File: config.mk
export PLATFORM = sky130hd
export DESIGN_NAME = cnn_stimulus_sequencer
export DESIGN_NICKNAME = d
export VERILOG_FILES = /design/src/rtl/cnn_seq_pkg.sv /design/src/rtl/seq_up_counter.sv /design/src/rtl/cnn_stimulus_sequencer.sv
export SDC_FILE = /design/constraint.sdc
export NUM_CORES = 1
export LEC_CHECK = 0
export CORE_UTILIZATION = 40
export DETAILED_ROUTE_END_ITERATION = 8
export MAX_ROUTING_LAYER = met4
export PLACE_DENSITY = 0.71
export SYNTH_ARGS = -nofsm -noshare
export SYNTH_HDL_FRONTEND = slang
export SYNTH_SLANG_ARGS = --single-unit
File: constraint.sdc
create_clock -name clk -period 2.19 [get_ports clk]
set_input_delay 0.438 -clock clk [delete_from_list [all_inputs] [get_ports clk]]
set_output_delay 0.438 -clock clk [all_outputs]
set_load 0.01 [all_outputs]
File: src/rtl/cnn_seq_pkg.sv
// Shared types and size helpers for the CNN stimulus sequencer.
// Geometry is derived from the image side and pooling stride.
package cnn_seq_pkg;

   typedef enum logic [1:0] {
      IDLE,
      LOAD_W,
      STREAM,
      DRAIN
   } state_t;

   function automatic int image_size(input int iw, input int pn);
      int side;
      side = iw / (pn * pn);
      return side * side;
   endfunction

   function automatic int num_pix(input int iw);
      return iw * iw;
   endfunction

   function automatic int addr_w(input int n);
      return (n <= 1) ? 1 : $clog2(n);
   endfunction

endpackage

File: src/rtl/seq_up_counter.sv
// Up counter with synchronous clear; saturates at all-ones
// instead of wrapping.
module seq_up_counter #(
   parameter int WIDTH = 8
) (
   input  logic             clk,
   input  logic             res_n,
   input  logic             clr_i,
   input  logic             inc_i,
   output logic [WIDTH-1:0] count_o
);

   logic [WIDTH-1:0] cnt_q, cnt_d;

   always_comb begin
      cnt_d = cnt_q;
      if (clr_i)
         cnt_d = '0;
      else if (inc_i && (cnt_q != '1))
         cnt_d = cnt_q + WIDTH'(1);
   end

   always_ff @(posedge clk or negedge res_n) begin
      if (!res_n)
         cnt_q <= '0;
      else
         cnt_q <= cnt_d;
   end

   assign count_o = cnt_q;

endmodule

File: src/rtl/cnn_stimulus_sequencer.sv
// Feeds weight rows then pixels into the CNN core and counts
// its result beats until the core signals completion.
module cnn_stimulus_sequencer
   import cnn_seq_pkg::*;
#(
   parameter int BitSize      = 4,
   parameter int ImageWidth   = 8,
   parameter int PoolingN     = 2,
   parameter int MaxNumNerves = 3,
   parameter int M_W_BitSize  = 4,
   parameter int L1Nerves     = 2,
   parameter int L0Nerves     = 3,
   localparam int NumRows = image_size(ImageWidth, PoolingN) + L1Nerves,
   localparam int NumPix  = num_pix(ImageWidth),
   localparam int RW      = MaxNumNerves * M_W_BitSize,
   localparam int WAW     = addr_w(NumRows),
   localparam int PAW     = addr_w(NumPix)
) (
   input  logic                      clk,
   input  logic                      res_n,
   input  logic                      start,
   output logic [WAW-1:0]            w_addr,
   input  logic [RW-1:0]             w_rdata,
   output logic [PAW-1:0]            pix_addr,
   input  logic [BitSize-1:0]        pix_rdata,
   output logic [RW-1:0]             in_weights,
   output logic                      w_valid,
   output logic                      in_valid,
   output logic [BitSize-1:0]        in_data,
   input  logic                      dut_ready,
   input  logic                      res_valid,
   input  logic [L0Nerves*BitSize-1:0] res_data,
   input  logic                      res_done,
   output logic                      busy,
   output logic                      done,
   output logic [15:0]               beat_count
);

   localparam int WCW = addr_w(NumRows + 1);
   localparam int PCW = addr_w(NumPix + 1);

   state_t               state_q, state_d;
   logic [RW-1:0]        wts_q, wts_d;
   logic                 wv_q, wv_d;
   logic                 iv_q, iv_d;
   logic [BitSize-1:0]   dat_q, dat_d;
   logic                 done_q, done_d;
   logic                 rdone_q, rdone_d;

   logic [WCW-1:0]       w_idx_q;
   logic [PCW-1:0]       pix_idx_q;
   logic                 w_clr, w_inc;
   logic                 p_clr, p_inc;
   logic                 b_clr, b_inc;
   logic                 rows_done, pix_done;
   logic                 unused_res;

   seq_up_counter #(.WIDTH(WCW)) u_w_idx (
      .clk     (clk),
      .res_n   (res_n),
      .clr_i   (w_clr),
      .inc_i   (w_inc),
      .count_o (w_idx_q)
   );

   // Points at the next pixel to fetch, one ahead of in_data.
   seq_up_counter #(.WIDTH(PCW)) u_pix_idx (
      .clk     (clk),
      .res_n   (res_n),
      .clr_i   (p_clr),
      .inc_i   (p_inc),
      .count_o (pix_idx_q)
   );

   seq_up_counter #(.WIDTH(16)) u_beats (
      .clk     (clk),
      .res_n   (res_n),
      .clr_i   (b_clr),
      .inc_i   (b_inc),
      .count_o (beat_count)
   );

   assign rows_done = (w_idx_q == WCW'(NumRows));
   assign pix_done  = (pix_idx_q == PCW'(NumPix));
   assign busy      = (state_q != IDLE);
   assign b_clr     = start && (state_q == IDLE);
   assign b_inc     = res_valid && busy;

   always_comb begin
      state_d = state_q;
      wts_d   = wts_q;
      wv_d    = 1'b0;
      iv_d    = iv_q;
      dat_d   = dat_q;
      done_d  = 1'b0;
      rdone_d = rdone_q | (res_done && busy);
      w_clr   = 1'b0;
      w_inc   = 1'b0;
      p_clr   = 1'b0;
      p_inc   = 1'b0;
      unique case (state_q)
         IDLE: begin
            if (start) begin
               state_d = LOAD_W;
               w_clr   = 1'b1;
               p_clr   = 1'b1;
               rdone_d = 1'b0;
            end
         end
         LOAD_W: begin
            if (!rows_done) begin
               wts_d = w_rdata;
               wv_d  = 1'b1;
               w_inc = 1'b1;
            end else begin
               state_d = STREAM;
               iv_d    = 1'b1;
               dat_d   = pix_rdata;
               p_inc   = 1'b1;
            end
         end
         STREAM: begin
            if (dut_ready) begin
               if (pix_done) begin
                  iv_d  = 1'b0;
                  dat_d = '0;
                  // An early res_done lets the run end right away.
                  if (rdone_q || res_done) begin
                     done_d  = 1'b1;
                     state_d = IDLE;
                  end else begin
                     state_d = DRAIN;
                  end
               end else begin
                  dat_d = pix_rdata;
                  p_inc = 1'b1;
               end
            end
         end
         DRAIN: begin
            if (res_done || rdone_q) begin
               done_d  = 1'b1;
               state_d = IDLE;
            end
         end
         default: state_d = IDLE;
      endcase
   end

   always_ff @(posedge clk or negedge res_n) begin
      if (!res_n) begin
         state_q <= IDLE;
         wts_q   <= '0;
         wv_q    <= 1'b0;
         iv_q    <= 1'b0;
         dat_q   <= '0;
         done_q  <= 1'b0;
         rdone_q <= 1'b0;
      end else begin
         state_q <= state_d;
         wts_q   <= wts_d;
         wv_q    <= wv_d;
         iv_q    <= iv_d;
         dat_q   <= dat_d;
         done_q  <= done_d;
         rdone_q <= rdone_d;
      end
   end

   assign w_addr     = w_idx_q[WAW-1:0];
   assign pix_addr   = pix_idx_q[PAW-1:0];
   assign in_weights = wts_q;
   assign w_valid    = wv_q;
   assign in_valid   = iv_q;
   assign in_data    = dat_q;
   assign done       = done_q;
   assign unused_res = ^res_data;

endmodule

==> results of run 1 <==
[final timing paths]
check | to | slack (ns) | cells after the start | start
worst min-delay path | u_beats.count_o[10] | 0.1 | 2 | res_n
worst min register to register | in_weights[3] | 0.48 | 2 | in_weights[3]
max in group asynchronous | in_weights[3] | 1.86 | 2 | res_n
min in group clk | in_weights[3] | 0.48 | 2 | in_weights[3]
worst max register to register | u_beats.count_o[15] | 0.12 | 7 | state_q[0]
worst max-delay path | u_beats.count_o[15] | 0.12 | 7 | state_q[0]
[layout make-up]
type                       count  area, µm²
multi-input combinational    183       1069
inverter                      10      37.54
timing repair buffer          79      768.2
sequential                    48       1201
fill                         542       2327
tap                           72      90.09
clock buffer                   5      68.82
clock inverter                 3      46.29
[cells in the mapped netlist (3+ instances only)]
master    number
a22o_1         4
or3_1          4
inv_1         10
nand2_1       56
clkbuf_1       4
nand4_1        6
a21oi_1       14
mux2i_1        4
xnor2_1        9
nor2_1        21
nor3_1         3
and3_1         3
nand3_1       11
o21ai_0        8
a31oi_1        4
nand2b_1       3
ha_1          10
buf_4          6
nor4_1         7
dfrtp_1       48
[cells by family (layout without fill, tap and decap cells)]
kind of cell	count (synthesis)	after routing	share of synthesized area, %
multiplexers	5	5	2.159
flip-flops	48	48	50.55
AO/OA/AOI/OAI	38	38	10.27
adder cells (fa/ha/maj)	10	10	5.266
AND/OR/NAND/NOR	121	121	23.96
XOR/XNOR	9	9	3.318
buffers and inverters	22	97	4.476
[critical path, stage by stage (launching register included)]
cell and delay, ns:
dfrtp_1 0.36, inv_1 0.06, ha_1 0.21, nand2b_1 0.18
or3_1 0.50, nor4_1 0.40, and3_1 0.21, nor3_1 0.04
[power groups by stage]
stage          logic (mW)  clock network (mW)  registers (mW)
3_5_place_dp         1.77                   0            1.41
5_1_grt              2.00               0.720            1.43
6_report             1.80               0.667            1.38
3_3_place_gp         1.72                   0            1.41
4_1_cts              1.82               0.689            1.39
2_1_floorplan       0.815                   0            1.50
[registers in the layout (all words and copies together) (netlist names)]
| signal | flops |
|---|---|
| in_weights | 12 |
| u_w_idx.count_o | 3 |
| state_q | 2 |
| u_beats.count_o | 16 |
| w_valid | 1 |
| in_data | 4 |
| in_valid | 1 |
| done | 1 |
| u_pix_idx.count_o | 7 |
| rdone_q | 1 |
[metrics by stage]
stage               power [mW]  hold WS (ns)  utilization, %  area [µm²]  setup TNS [ns]
detailed placement       3.185        0.4547           56.14        3148         -0.1482
CTS                      3.901        0.1067           58.46        3278               0
finish                   3.848       0.09679           58.50        3281               0
global placement         3.121        0.4418           56.14        3148               0
floorplan                2.312        0.1424               -        2376               0
global route             4.143        0.1158           58.50        3281               0
[placed cells by master (no fill, tap or decap), drive strengths merged, types with 3 or more instances in the layout]
cell type | Yosys | final
nor4 | 8 | 8
clkbuf | 4 | 5
clkdlybuf4s50 | 0 | 64
inv | 10 | 11
a22o | 4 | 4
mux2i | 4 | 4
a21oi | 14 | 14
nor2 | 21 | 21
ha | 10 | 10
a31oi | 4 | 4
or3 | 4 | 4
nand3 | 11 | 11
nand2 | 56 | 56
nand2b | 3 | 3
o21ai | 8 | 8
dfrtp | 48 | 48
xnor2 | 9 | 9
nor3 | 3 | 3
buf | 8 | 14
nand4 | 7 | 7
and3 | 3 | 3
[timing repair]
item | 4_1_cts | 5_1_grt
hold endpoints to repair | 0 | 0
hold buffers | 0 | 0
setup buffers | 2 | 0
gates resized for setup | 0 | 1
endpoints found under the setup margin | 1 | 1
[per-layer routing]
| metal | GRT usage (%) | wire, µm | vias up |
|---|---|---|---|
| met1 | 23.74 | 2388 | 986 |
| met2 | 32.76 | 2694 | 51 |
| met4 | 7.091 | 86 | 0 |
| met5 | - | 0 | - |
| met3 | 3.793 | 241 | 5 |
| li1 | - | - | 1010 |
==> summary.txt, run 1 <==
Run status
  • Status: completed

Clock network
  • Clock Pin Slew Worst Setup and Hold Paths: approximately 0.10 ns
  • Longest Clk Path Bufs: 2
  • Clock sink count: 48
  • Root Buffer: clkbuf_8
  • Clock Latency Late Sink: roughly 0.31 ns
  • CTS buffer count: 5
  • CTS HTree Levels: 2
  • CTS tree: yes

Timing
  • Worst slew pin tran: about 0.43 ns
  • Final-report max-slew violation count: 0
  • Hold Vio Cnt, Final: 0
  • Endpoints failing setup: 0
  • Final worst path period share: between 90% and 100%
  • Final setup margin: 0.1173 ns
  • Tmin final: 2.073 ns
  • F_max: between 400 and 500 MHz
  • Worst slew margin relative to its limit: 71.07%
  • Worst Skew: just under 0.006 ns
  • RSZ-0062 raised after global routing: false

Worst setup path
  • Critical path class: reg -> reg
  • Crit path max fanout: 7
  • Crit start category: flop
  • Critical path required time: 2.38 ns
  • Setup crit end kind: flop
  • WP data arrival: 2.27 ns

Drt
  • Detailed-route via count: just over 2k
  • Drt wl/cell: around 14 µm
  • DR pass1 iterations: 4
  • Routed WL: 5411 µm
  • Post-DRT Antenna Nets: 0
  • Vias per cell: 5.130
  • Drt drc: 0
  • Iter 0 DRT Violations: 93

Yosys
  • Yosys reg bits: 48
  • Synth Flop Type: dfrtp_1
  • Synth Net Count: just under 300
  • EDFF count, synth: 0
  • Ys async rst share: 100.0%
  • Avg Cell Area, Syn: 9.391 µm²
  • Synth top area share: between 50% and 60%
  • Synth area leaders: dfrtp_1 51%, nand2_1 8.8%, ha_1 5.3%, nor2_1 3.3%, xnor2_1 3.3%
  • Synth warnings: 0
  • Yosys cell types: 38
  • Largest area contributor in the netlist: dfrtp_1
  • Sequential share of the synthesized area: 50.55%
  • Cell Area, Synth: ~0.0024 mm²
  • Gate Count Post-Synth: 253

Cells and area
  • ANT cells: 0
  • Layout cells sized above 1: roughly 9%
  • Area overhead of the layout relative to synthesis: 38.07%
  • Layout Nets: ~370
  • Final cell count without fillers: 400

Power
  • Int Pwr: between 2 and 2.5 mW
  • Switching Share: a little under two fifths
  • Comb power frac: between 40% and 50%
  • P_leak: 1.454 nW
  • Clock power share: 17.3%
  • VDD IR-drop max: approximately 560 µV
  • Power per Cell Area: ~1200 mW/mm²
  • Share of power burned in registers: 35.9%
  • P_sw: 1.424 mW

Placement
  • DP HPWL: about 3800 µm
  • Placed cell count: around 400
  • I/O Buffers: 66
  • GPL Wtd Cong: 0.8342
  • Pre-CTS WS: -0.08975 ns

Global routing
  • GRT Total Usage: approximately 20%
  • First-pass GRT wire length: ~9200 µm
  • Total gr overflow: 0
  • Vias in the first global route: 1991
  • Initial antenna violation count: 0
  • Largest net degree at the start of global routing: 49

Floorplanning
  • Core ar.: 0.005608 mm²
  • Ports: 79
  • Die Wd: about 79 µm
  • Initial core utilization: around 42%
  • Die height: around 79 µm
  • Std cell rows: 27
  • Full die area: approximately 0.0063 mm²

Run
  • Max_cap viols: 0

Worst hold path
  • HP Class: in -> async
(Power assumes the default switching activity.)
==> run 2, diff against run 1 <==
--- a/config.mk
+++ b/config.mk
@@ -6,6 +6,7 @@
 export NUM_CORES = 1
 export LEC_CHECK = 0
 export CORE_UTILIZATION = 40
+export CTS_BUF_LIST = sky130_fd_sc_hd__clkbuf_8
 export DETAILED_ROUTE_END_ITERATION = 8
 export MAX_ROUTING_LAYER = met4
 export PLACE_DENSITY = 0.71
==> results of run 2 <==
The final DEF is identical to that of run 1; final timing and power are the same.
